[config.mk]
export PLATFORM = sky130hd
export DESIGN_NAME = sdram_rd_serializer
export DESIGN_NICKNAME = d
export VERILOG_FILES = /design/src/rtl/sdram_pkg.sv /design/src/rtl/ser_sync_fifo.sv /design/src/rtl/sdram_rd_serializer.sv
export SDC_FILE = /design/constraint.sdc
export NUM_CORES = 1
export LEC_CHECK = 0
export ABC_CLOCK_PERIOD_IN_PS = 11200
export BUFFER_PORTS_ARGS = -buffer_cell sky130_fd_sc_hd__buf_2
export CAP_MARGIN = 20
export CORE_MARGIN = 2
export CORE_UTILIZATION = 35
export DETAILED_ROUTE_END_ITERATION = 12
export PLACE_DENSITY = 0.54
export SYNTH_ARGS = -nofsm -noshare
export SYNTH_HDL_FRONTEND = slang
export SYNTH_SLANG_ARGS = --single-unit
[constraint.sdc]
create_clock -name clk -period 11.2 [get_ports clk]
set_input_delay 2.24 -clock clk [delete_from_list [all_inputs] [get_ports clk]]
set_output_delay 2.24 -clock clk [all_outputs]
set_load 0.01 [all_outputs]
[src/rtl/sdram_pkg.sv]
// Shared constants and FSM encoding for the SDRAM read-data serializer.
// The serializer top also honours the optional SDRAM_RD_SER_CRLF_EN build macro.
package sdram_pkg;

  localparam int SDRAM_DW       = 48;
  localparam int BYTES_PER_WORD = SDRAM_DW / 8;

  localparam logic [7:0] CR_BYTE = 8'h0D;
  localparam logic [7:0] LF_BYTE = 8'h0A;

  typedef logic [2:0] state_t;

  localparam state_t ST_IDLE = 3'd0;
  localparam state_t ST_LOAD = 3'd1;
  localparam state_t ST_SEND = 3'd2;
  localparam state_t ST_HOLD = 3'd3;
  localparam state_t ST_WAIT = 3'd4;

endpackage

[src/rtl/ser_sync_fifo.sv]
// Single-clock first-word-fall-through FIFO with registered full/empty flags.
// A push while full is accepted only when a pop happens in the same cycle.
module ser_sync_fifo #(
  parameter int WIDTH = 48,
  parameter int DEPTH = 16
) (
  input  logic             clk,
  input  logic             rst,
  input  logic             push,
  input  logic             pop,
  input  logic [WIDTH-1:0] din,
  output logic [WIDTH-1:0] dout,
  output logic             full,
  output logic             empty
);

  localparam int AW = $clog2(DEPTH);

  logic [WIDTH-1:0] mem [DEPTH];
  logic [AW-1:0]    wr_ptr;
  logic [AW-1:0]    rd_ptr;
  logic [AW:0]      count;
  logic [AW:0]      count_next;
  logic             do_push;
  logic             do_pop;

  assign do_pop  = pop && !empty;
  assign do_push = push && (!full || do_pop);
  assign dout    = mem[rd_ptr];

  always_comb begin
    count_next = count;
    case ({do_push, do_pop})
      2'b10:   count_next = count + (AW+1)'(1);
      2'b01:   count_next = count - (AW+1)'(1);
      default: count_next = count;
    endcase
  end

  // Storage has no reset; only the pointers and flags define FIFO contents.
  always_ff @(posedge clk) begin
    if (do_push) begin
      mem[wr_ptr] <= din;
    end
  end

  always_ff @(posedge clk or posedge rst) begin
    if (rst) begin
      wr_ptr <= '0;
      rd_ptr <= '0;
      count  <= '0;
      full   <= 1'b0;
      empty  <= 1'b1;
    end else begin
      if (do_push) begin
        wr_ptr <= wr_ptr + AW'(1);
      end
      if (do_pop) begin
        rd_ptr <= rd_ptr + AW'(1);
      end
      count <= count_next;
      full  <= (count_next == (AW+1)'(DEPTH));
      empty <= (count_next == '0);
    end
  end

endmodule

[src/rtl/sdram_rd_serializer.sv]
// Buffers SDRAM read words and streams them MSB-byte-first to a UART TX under its rdy handshake.
// Define SDRAM_RD_SER_CRLF_EN to append 8'h0D 8'h0A after the last byte of every word.
module sdram_rd_serializer
  import sdram_pkg::*;
#(
  parameter int DATA_W     = SDRAM_DW,
  parameter int FIFO_DEPTH = 16
) (
  input  logic              clk,
  input  logic              rst,
  input  logic [DATA_W-1:0] rd_data,
  input  logic              rd_vld,
  input  logic              tx_rdy,
  output logic [7:0]        tx_dout,
  output logic              tx_dout_vld,
  output logic              fifo_full,
  output logic              overflow,
  output logic              busy
);

  localparam int NB = DATA_W / 8;

`ifdef SDRAM_RD_SER_CRLF_EN
  localparam int SH_W = DATA_W + 16;
  localparam int LAST = NB + 1;
`else
  localparam int SH_W = DATA_W;
  localparam int LAST = NB - 1;
`endif

  localparam int BW = $clog2(LAST + 2);

  state_t            state;
  logic [SH_W-1:0]   sh;
  logic [SH_W-1:0]   load_word;
  logic [BW-1:0]     bcnt;
  logic              hold_cnt;
  logic [DATA_W-1:0] fifo_dout;
  logic              fifo_empty;
  logic              pop;

  assign pop = (state == ST_LOAD);

`ifdef SDRAM_RD_SER_CRLF_EN
  // The terminator rides in the shift register so it uses the same byte path.
  assign load_word = {fifo_dout, CR_BYTE, LF_BYTE};
`else
  assign load_word = fifo_dout;
`endif

  ser_sync_fifo #(
    .WIDTH (DATA_W),
    .DEPTH (FIFO_DEPTH)
  ) u_fifo (
    .clk   (clk),
    .rst   (rst),
    .push  (rd_vld),
    .pop   (pop),
    .din   (rd_data),
    .dout  (fifo_dout),
    .full  (fifo_full),
    .empty (fifo_empty)
  );

  assign tx_dout_vld = (state == ST_SEND) && tx_rdy;
  assign busy        = (state != ST_IDLE) || !fifo_empty;

  // tx_dout is loaded ahead of SEND so the byte is already stable when the strobe fires.
  always_ff @(posedge clk or posedge rst) begin
    if (rst) begin
      state    <= ST_IDLE;
      sh       <= '0;
      bcnt     <= '0;
      hold_cnt <= 1'b0;
      tx_dout  <= 8'h00;
    end else begin
      case (state)
        ST_IDLE: begin
          // rd_vld is looked at directly because the registered empty flag lags the push.
          if (!fifo_empty || rd_vld) begin
            state <= ST_LOAD;
          end
        end
        ST_LOAD: begin
          sh      <= load_word;
          tx_dout <= load_word[SH_W-1 -: 8];
          bcnt    <= '0;
          state   <= ST_SEND;
        end
        ST_SEND: begin
          if (tx_rdy) begin
            sh       <= sh << 8;
            hold_cnt <= 1'b0;
            state    <= ST_HOLD;
          end
        end
        ST_HOLD: begin
          if (hold_cnt) begin
            state <= ST_WAIT;
          end else begin
            hold_cnt <= 1'b1;
          end
        end
        ST_WAIT: begin
          if (tx_rdy) begin
            if (bcnt == BW'(LAST)) begin
              state <= fifo_empty ? ST_IDLE : ST_LOAD;
            end else begin
              bcnt    <= bcnt + BW'(1);
              tx_dout <= sh[SH_W-1 -: 8];
              state   <= ST_SEND;
            end
          end
        end
        default: state <= ST_IDLE;
      endcase
    end
  end

  always_ff @(posedge clk or posedge rst) begin
    if (rst) begin
      overflow <= 1'b0;
    end else if (rd_vld && fifo_full && !pop) begin
      overflow <= 1'b1;
    end
  end

endmodule
# Word-level counts from Yosys, hierarchy flattened

Memory sizes are Yosys's and may differ from the RTL's.
Index checks and enable logic that the tools add are counted.

Bits in registers: 79
Latch bits: 0
Bits in writable memories: 768
Bits in read-only memories: 0
Bits of input ports: 52
Output and inout port bits: 12
Word-level logic and storage cells: 71
Memories: 1

Memories:

| memory     | depth | width | rd ports | clocked after memory_dff | wr ports | RTL line            | text |
|---|---|---|---|---|---|---|---|
| u_fifo.mem | 16    | 48    | 1        | 0                        | 1        | ser_sync_fifo.sv:19 | `logic [WIDTH-1:0] mem [DEPTH];` |

Add/sub/neg operators: 5
$mul: 0
Divide/modulo/power cells: 0
Magnitude comparators: 0
Equal/unequal tests: 13
Shifts and indexed selects: 0
Multiplexer cells: 20
Bitwise gates (word level): 0
Reduce and logical (&&, ||, !) cells: 21

Operator list:

| cell                | number |
|---|---|
| $pmux 48 s2         | 1 |
| $mux 48             | 1 |
| $mux 3              | 6 |
| $mux 8              | 2 |
| $pmux 8 s2          | 1 |
| $pmux 3 s5          | 1 |
| $ne 2x2->1 const B  | 5 |
| $pmux 5 s2          | 1 |
| $add 4x1->4 const B | 2 |
| $eq 3x2->1 const B  | 2 |
| $eq 3x3->1 const B  | 2 |
| $pmux 3 s2          | 1 |
| $reduce_bool 2->1   | 3 |
| $add 5x1->5 const B | 1 |
| $eq 5x5->1 const B  | 1 |
| $logic_and 1x1->1   | 5 |
| $logic_not 5->1     | 1 |
| $sub 5x1->5 const B | 1 |
| $mux 1              | 4 |
| $reduce_and 2->1    | 2 |
| $reduce_and 4->1    | 1 |
| $add 3x1->3 const B | 1 |
| $eq 3x1->1 const B  | 1 |
| $logic_not 1->1     | 3 |
| other kinds (8)     | 10 |

# Logic depth before layout (Yosys ltp)

Depth in word-level cells: 7
Mapped depth: 15
Depth with buffers taken out: 12

# Cells and area by module

Synthesis repeated with hierarchy kept, for this count alone.

Cell total of the unflattened synthesis: 1396
Area, all modules: 32990.4 µm²

By module, submodules not included:

| module              | times used | cells each | area an instance (µm²) | sequential area each (µm²) |
|---|---|---|---|---|
| ser_sync_fifo       | 1          | 1172       | 29792.3                | 23438.7 |
| sdram_rd_serializer | 1          | 224        | 3198.1                 | 1601.5 |

# Worst setup path before layout

OpenSTA, ideal clock, no wires.

Path type: in2reg
From: input rd_vld
To: memory u_fifo.mem[3][0], enable pin
Library setup time: 0.513 ns
Data arrival time: 5.926 ns
Data required time: 10.687 ns
Setup slack: 4.761 ns
Stages on the path: 4
Buffers on the path: 1
Path through: and2_1 -> buf_2 -> nand2_1 -> nor3_1

Cells in the longest elaborated chain, start to end: 3

RTL lines:

| element                      | RTL line                  | text |
|---|---|---|
| start, declared              | sdram_rd_serializer.sv:12 | `input logic rd_vld,` |
| $logic_and 1x1->1            | ser_sync_fifo.sv:28       | `assign do_push = push && (!full \|\| do_pop);` |
| $mux 1                       | ser_sync_fifo.sv:42       | `if (do_push) begin` |
| $mux 1 (not written as such) | ser_sync_fifo.sv:43       | `mem[wr_ptr] <= din;` |
| end, declared                | ser_sync_fifo.sv:19       |  |

Every way passes these cells.

# Final worst setup path

From: input tx_rdy
To: output tx_dout_vld

Cells in the longest elaborated chain, start to end: 1

RTL lines:

| element           | RTL line                  | text |
|---|---|---|
| start, declared   | sdram_rd_serializer.sv:13 | `input logic tx_rdy,` |
| $logic_and 1x1->1 | sdram_rd_serializer.sv:65 | `assign tx_dout_vld = (state == ST_SEND) && tx_rdy;` |
| end, declared     | sdram_rd_serializer.sv:15 | `output logic tx_dout_vld,` |

Every way passes these cells.

==> results.yml <==
status:
  outcome: "finished clean"
timing:
  slew_viol_final: 0
  slew_headroom: 0.233
  worst_pin_slew_ns: 1.15
  finalHoldViolations: 0
  fmax_ghz: 0.186
  period_needed_ns: 5.38
  setup_tns_ns: 0
  holdWs_ns: 0.463
  rsz0062_at_grt: "no"
  skew_ns: 0.0237
  period_share: 0.481
  setup_viol: 0
  fin_ws_ns: 5.82
floorplanning:
  die-area_sq_um: 95400
  core_area_sq_um: 91900
  start_util: 0.354
  dieHeight_um: 309
  rows: 111
  die_w_um: 309
  io_pins: 64
synthesis:
  avgSynthCellArea_sq_um: 21.1
  synth_edf_count: 768
  netlist_area_sq_um: 32500
  ys_seq_area_frac: 0.769
  synth_fp_nets: 1601
  ys_types: 49
  synthTopCellsByArea: "edfxtp_1 (71%), mux4_2 (13%), dfrtp_1 (6.0%), a211oi_1 (1.5%), nor2b_1 (1.4%)"
  async_flop_share: 0.0933
  synth_ff_type: "edfxtp_1"
  synth_warnings: 0
  ys_ff_latch: 847
  synth_top_area_frac: 0.709
  synth_cells: 1539
  yosys.area.top_type: "edfxtp_1"
clocking:
  cts.sinks: 847
  clk_pin_slew_ns: 0.05
  cts-resized-gates: 0
  clock_latency_ns: 0.64
  hold_buffers: 0
  clockBufferDepth: 3
  cts_buffers: 90
  cts-htree-levels: 3
  cts_tree: "built"
  cts-root-buf: "clkbuf_16"
  post_cts_buffers: 0
global_route:
  grt_pass1_vias: 16300
  grt_pass1_wl_um: 109000
  grt_usage: 0.156
  grt_max_degree: 83
  overflow: 0
  antenna_found_initial: 6
detailed_routing:
  first_pass_iters: 5
  drt_iter0_drc: 1303
  vias: 15400
  wl_met1_um: 32600
  ant_nets: 0
  met2_length_um: 36300
  wl_met3_um: 2950
  drcViolationCount: 0
  drt-total-wl_um: 73600
  via_per_inst: 5.22
  top_layer: "met5"
  wire_per_inst_um: 24.9
flow_run:
  drv_cap: 0
worst_setup_path:
  r2r-end: "u_fifo.full"
  crit_fanout: 33
  regToRegSetupSlack_ns: 7.24
  crit_type: "primary input to output port"
  start_kind: "primary input"
  reg2regPathDepth: 12
  cp.arrival_ns: 3.14
  end_kind: "output port"
  r2r_start: "state[0]"
  cp.required_ns: 8.96
place:
  gp_congestion: 0.710
  place_hpwl_um: 37500
  post-place-ws_ns: 5.79
  portBuffers: 63
power:
  p_per_area_nw_per_um2: 254
  p_leak_uw: 0.0120
  vdd_drop_max_uv: 193
final_layout:
  syn_to_final_growth_pct: 14.8
  num-nets-final: 1697
  fill_cells: 8163
  drive_gt1_frac: 0.262
  antenna-diode-count: 0
worst_hold_path:
  hold_path.class: "register to register"
  min_path_cells: 1
  hold_end: "overflow"
  hold_start: "overflow"
## worst max-delay path by stage
stage | start | end | slack [ns] | depth (start not counted)
2_1_floorplan | rd_vld | u_fifo.mem[3][0] | 4.76 | 4
3_3_place_gp | tx_rdy | tx_dout_vld | 5.74 | 5
3_5_place_dp | tx_rdy | tx_dout_vld | 5.79 | 5
4_1_cts | tx_rdy | tx_dout_vld | 5.79 | 5
5_1_grt | tx_rdy | tx_dout_vld | 5.74 | 5
6_report | tx_rdy | tx_dout_vld | 5.82 | 5
## cells in the mapped netlist (8+ instances only)
cell type and n:
inv_1 9, o22ai_1 40, a211o_1 8, xnor2_1 9
and3_1 8, a21o_1 10, nor2b_1 71, mux4_2 192
a221o_1 8, o21ai_0 12, mux2i_1 17, ha_1 10
clkbuf_1 42, a22oi_1 16, a211oi_1 64, nor2_1 18
nor3_1 37, nand2_1 13, buf_1 10, dfrtp_1 78
edfxtp_1 768, buf_2 27, buf_4 8, a21oi_1 16
## cell type report
type / instances / area [sq um] / area share
repair buffers: 97 / 641 / 0.0172
flip-flops and latches: 847 / 25100 / 0.671
clock buffers: 124 / 2470 / 0.0662
multi-input cells: 590 / 7150 / 0.191
inverters: 9 / 35.0 / 0.000938
well taps: 1243 / 1560 / 0.0416
clock inverters: 40 / 448 / 0.0120
## critical path, cell delays in order
cell	delay [ns]
buf_2	0.14
nand2_1	0.08
buf_4	0.45
inv_1	0.08
buf_2	0.16
## cells in the final DEF (no fill, tap or decap), types with 9 or more instances in the layout
cell,synthesis,routed
clkbuf_1,42,26
a22oi_1,16,16
clkinv_2,0,16
dfrtp_1,78,75
mux4_2,192,192
clkbuf_16,0,91
buf_2,27,63
o21ai_0,12,12
a211oi_1,64,64
nor2_4,0,12
xnor2_1,9,9
nor2b_1,71,71
o22ai_1,40,40
edfxtp_1,768,768
clkinv_1,0,11
ha_1,10,10
a21oi_1,16,15
mux2i_1,17,17
a21o_1,10,10
nor3_1,37,33
buf_4,8,29
nand2_1,13,13
## metrics by stage
stage	area (sq um)	utilization	power, uW	cells
after floorplan	32500	-	5920	1539
after global placement	34300	0.374	6630	2782
after detailed placement	34400	0.374	6690	2783
after CTS	37300	0.405	9610	2947
after global routing	37300	0.406	9920	2950
final	37300	0.406	9490	2950
## kinds of logic after synthesis
| logic type | after synthesis | synth area share |
|---|---|---|
| xor+xnor | 12 | 0.00323 |
| buf+inv | 102 | 0.0149 |
| mux | 211 | 0.139 |
| compound gates | 183 | 0.0398 |
| fa+ha+maj | 10 | 0.00384 |
| flops | 847 | 0.769 |
| simple gates | 174 | 0.0301 |
## metal layers
metal,up-vias,track usage
met1,8331,0.215
met5,-,0
li1,6607,-
met3,123,0.0230
met4,4,0.0459
met2,343,0.259
## sequential cells by signal, indices dropped and copies added, names as in the netlist
| signal | cells |
|---|---|
| tx_dout | 8 |
| bcnt | 3 |
| u_fifo.mem | 768 |
| hold_cnt | 1 |
| u_fifo.count | 5 |
| u_fifo.full | 1 |
| u_fifo.rd_ptr | 4 |
| u_fifo.empty | 1 |
| overflow | 1 |
| state | 3 |
| sh | 48 |
| u_fifo.wr_ptr | 4 |
## report_power, final
group	leakage [uW]	switching, uW	internal [uW]
logic	0.00266	1290	1070
clock network	0.00143	1190	1730
registers	0.00787	321	3890
(Power assumes the default switching activity.)
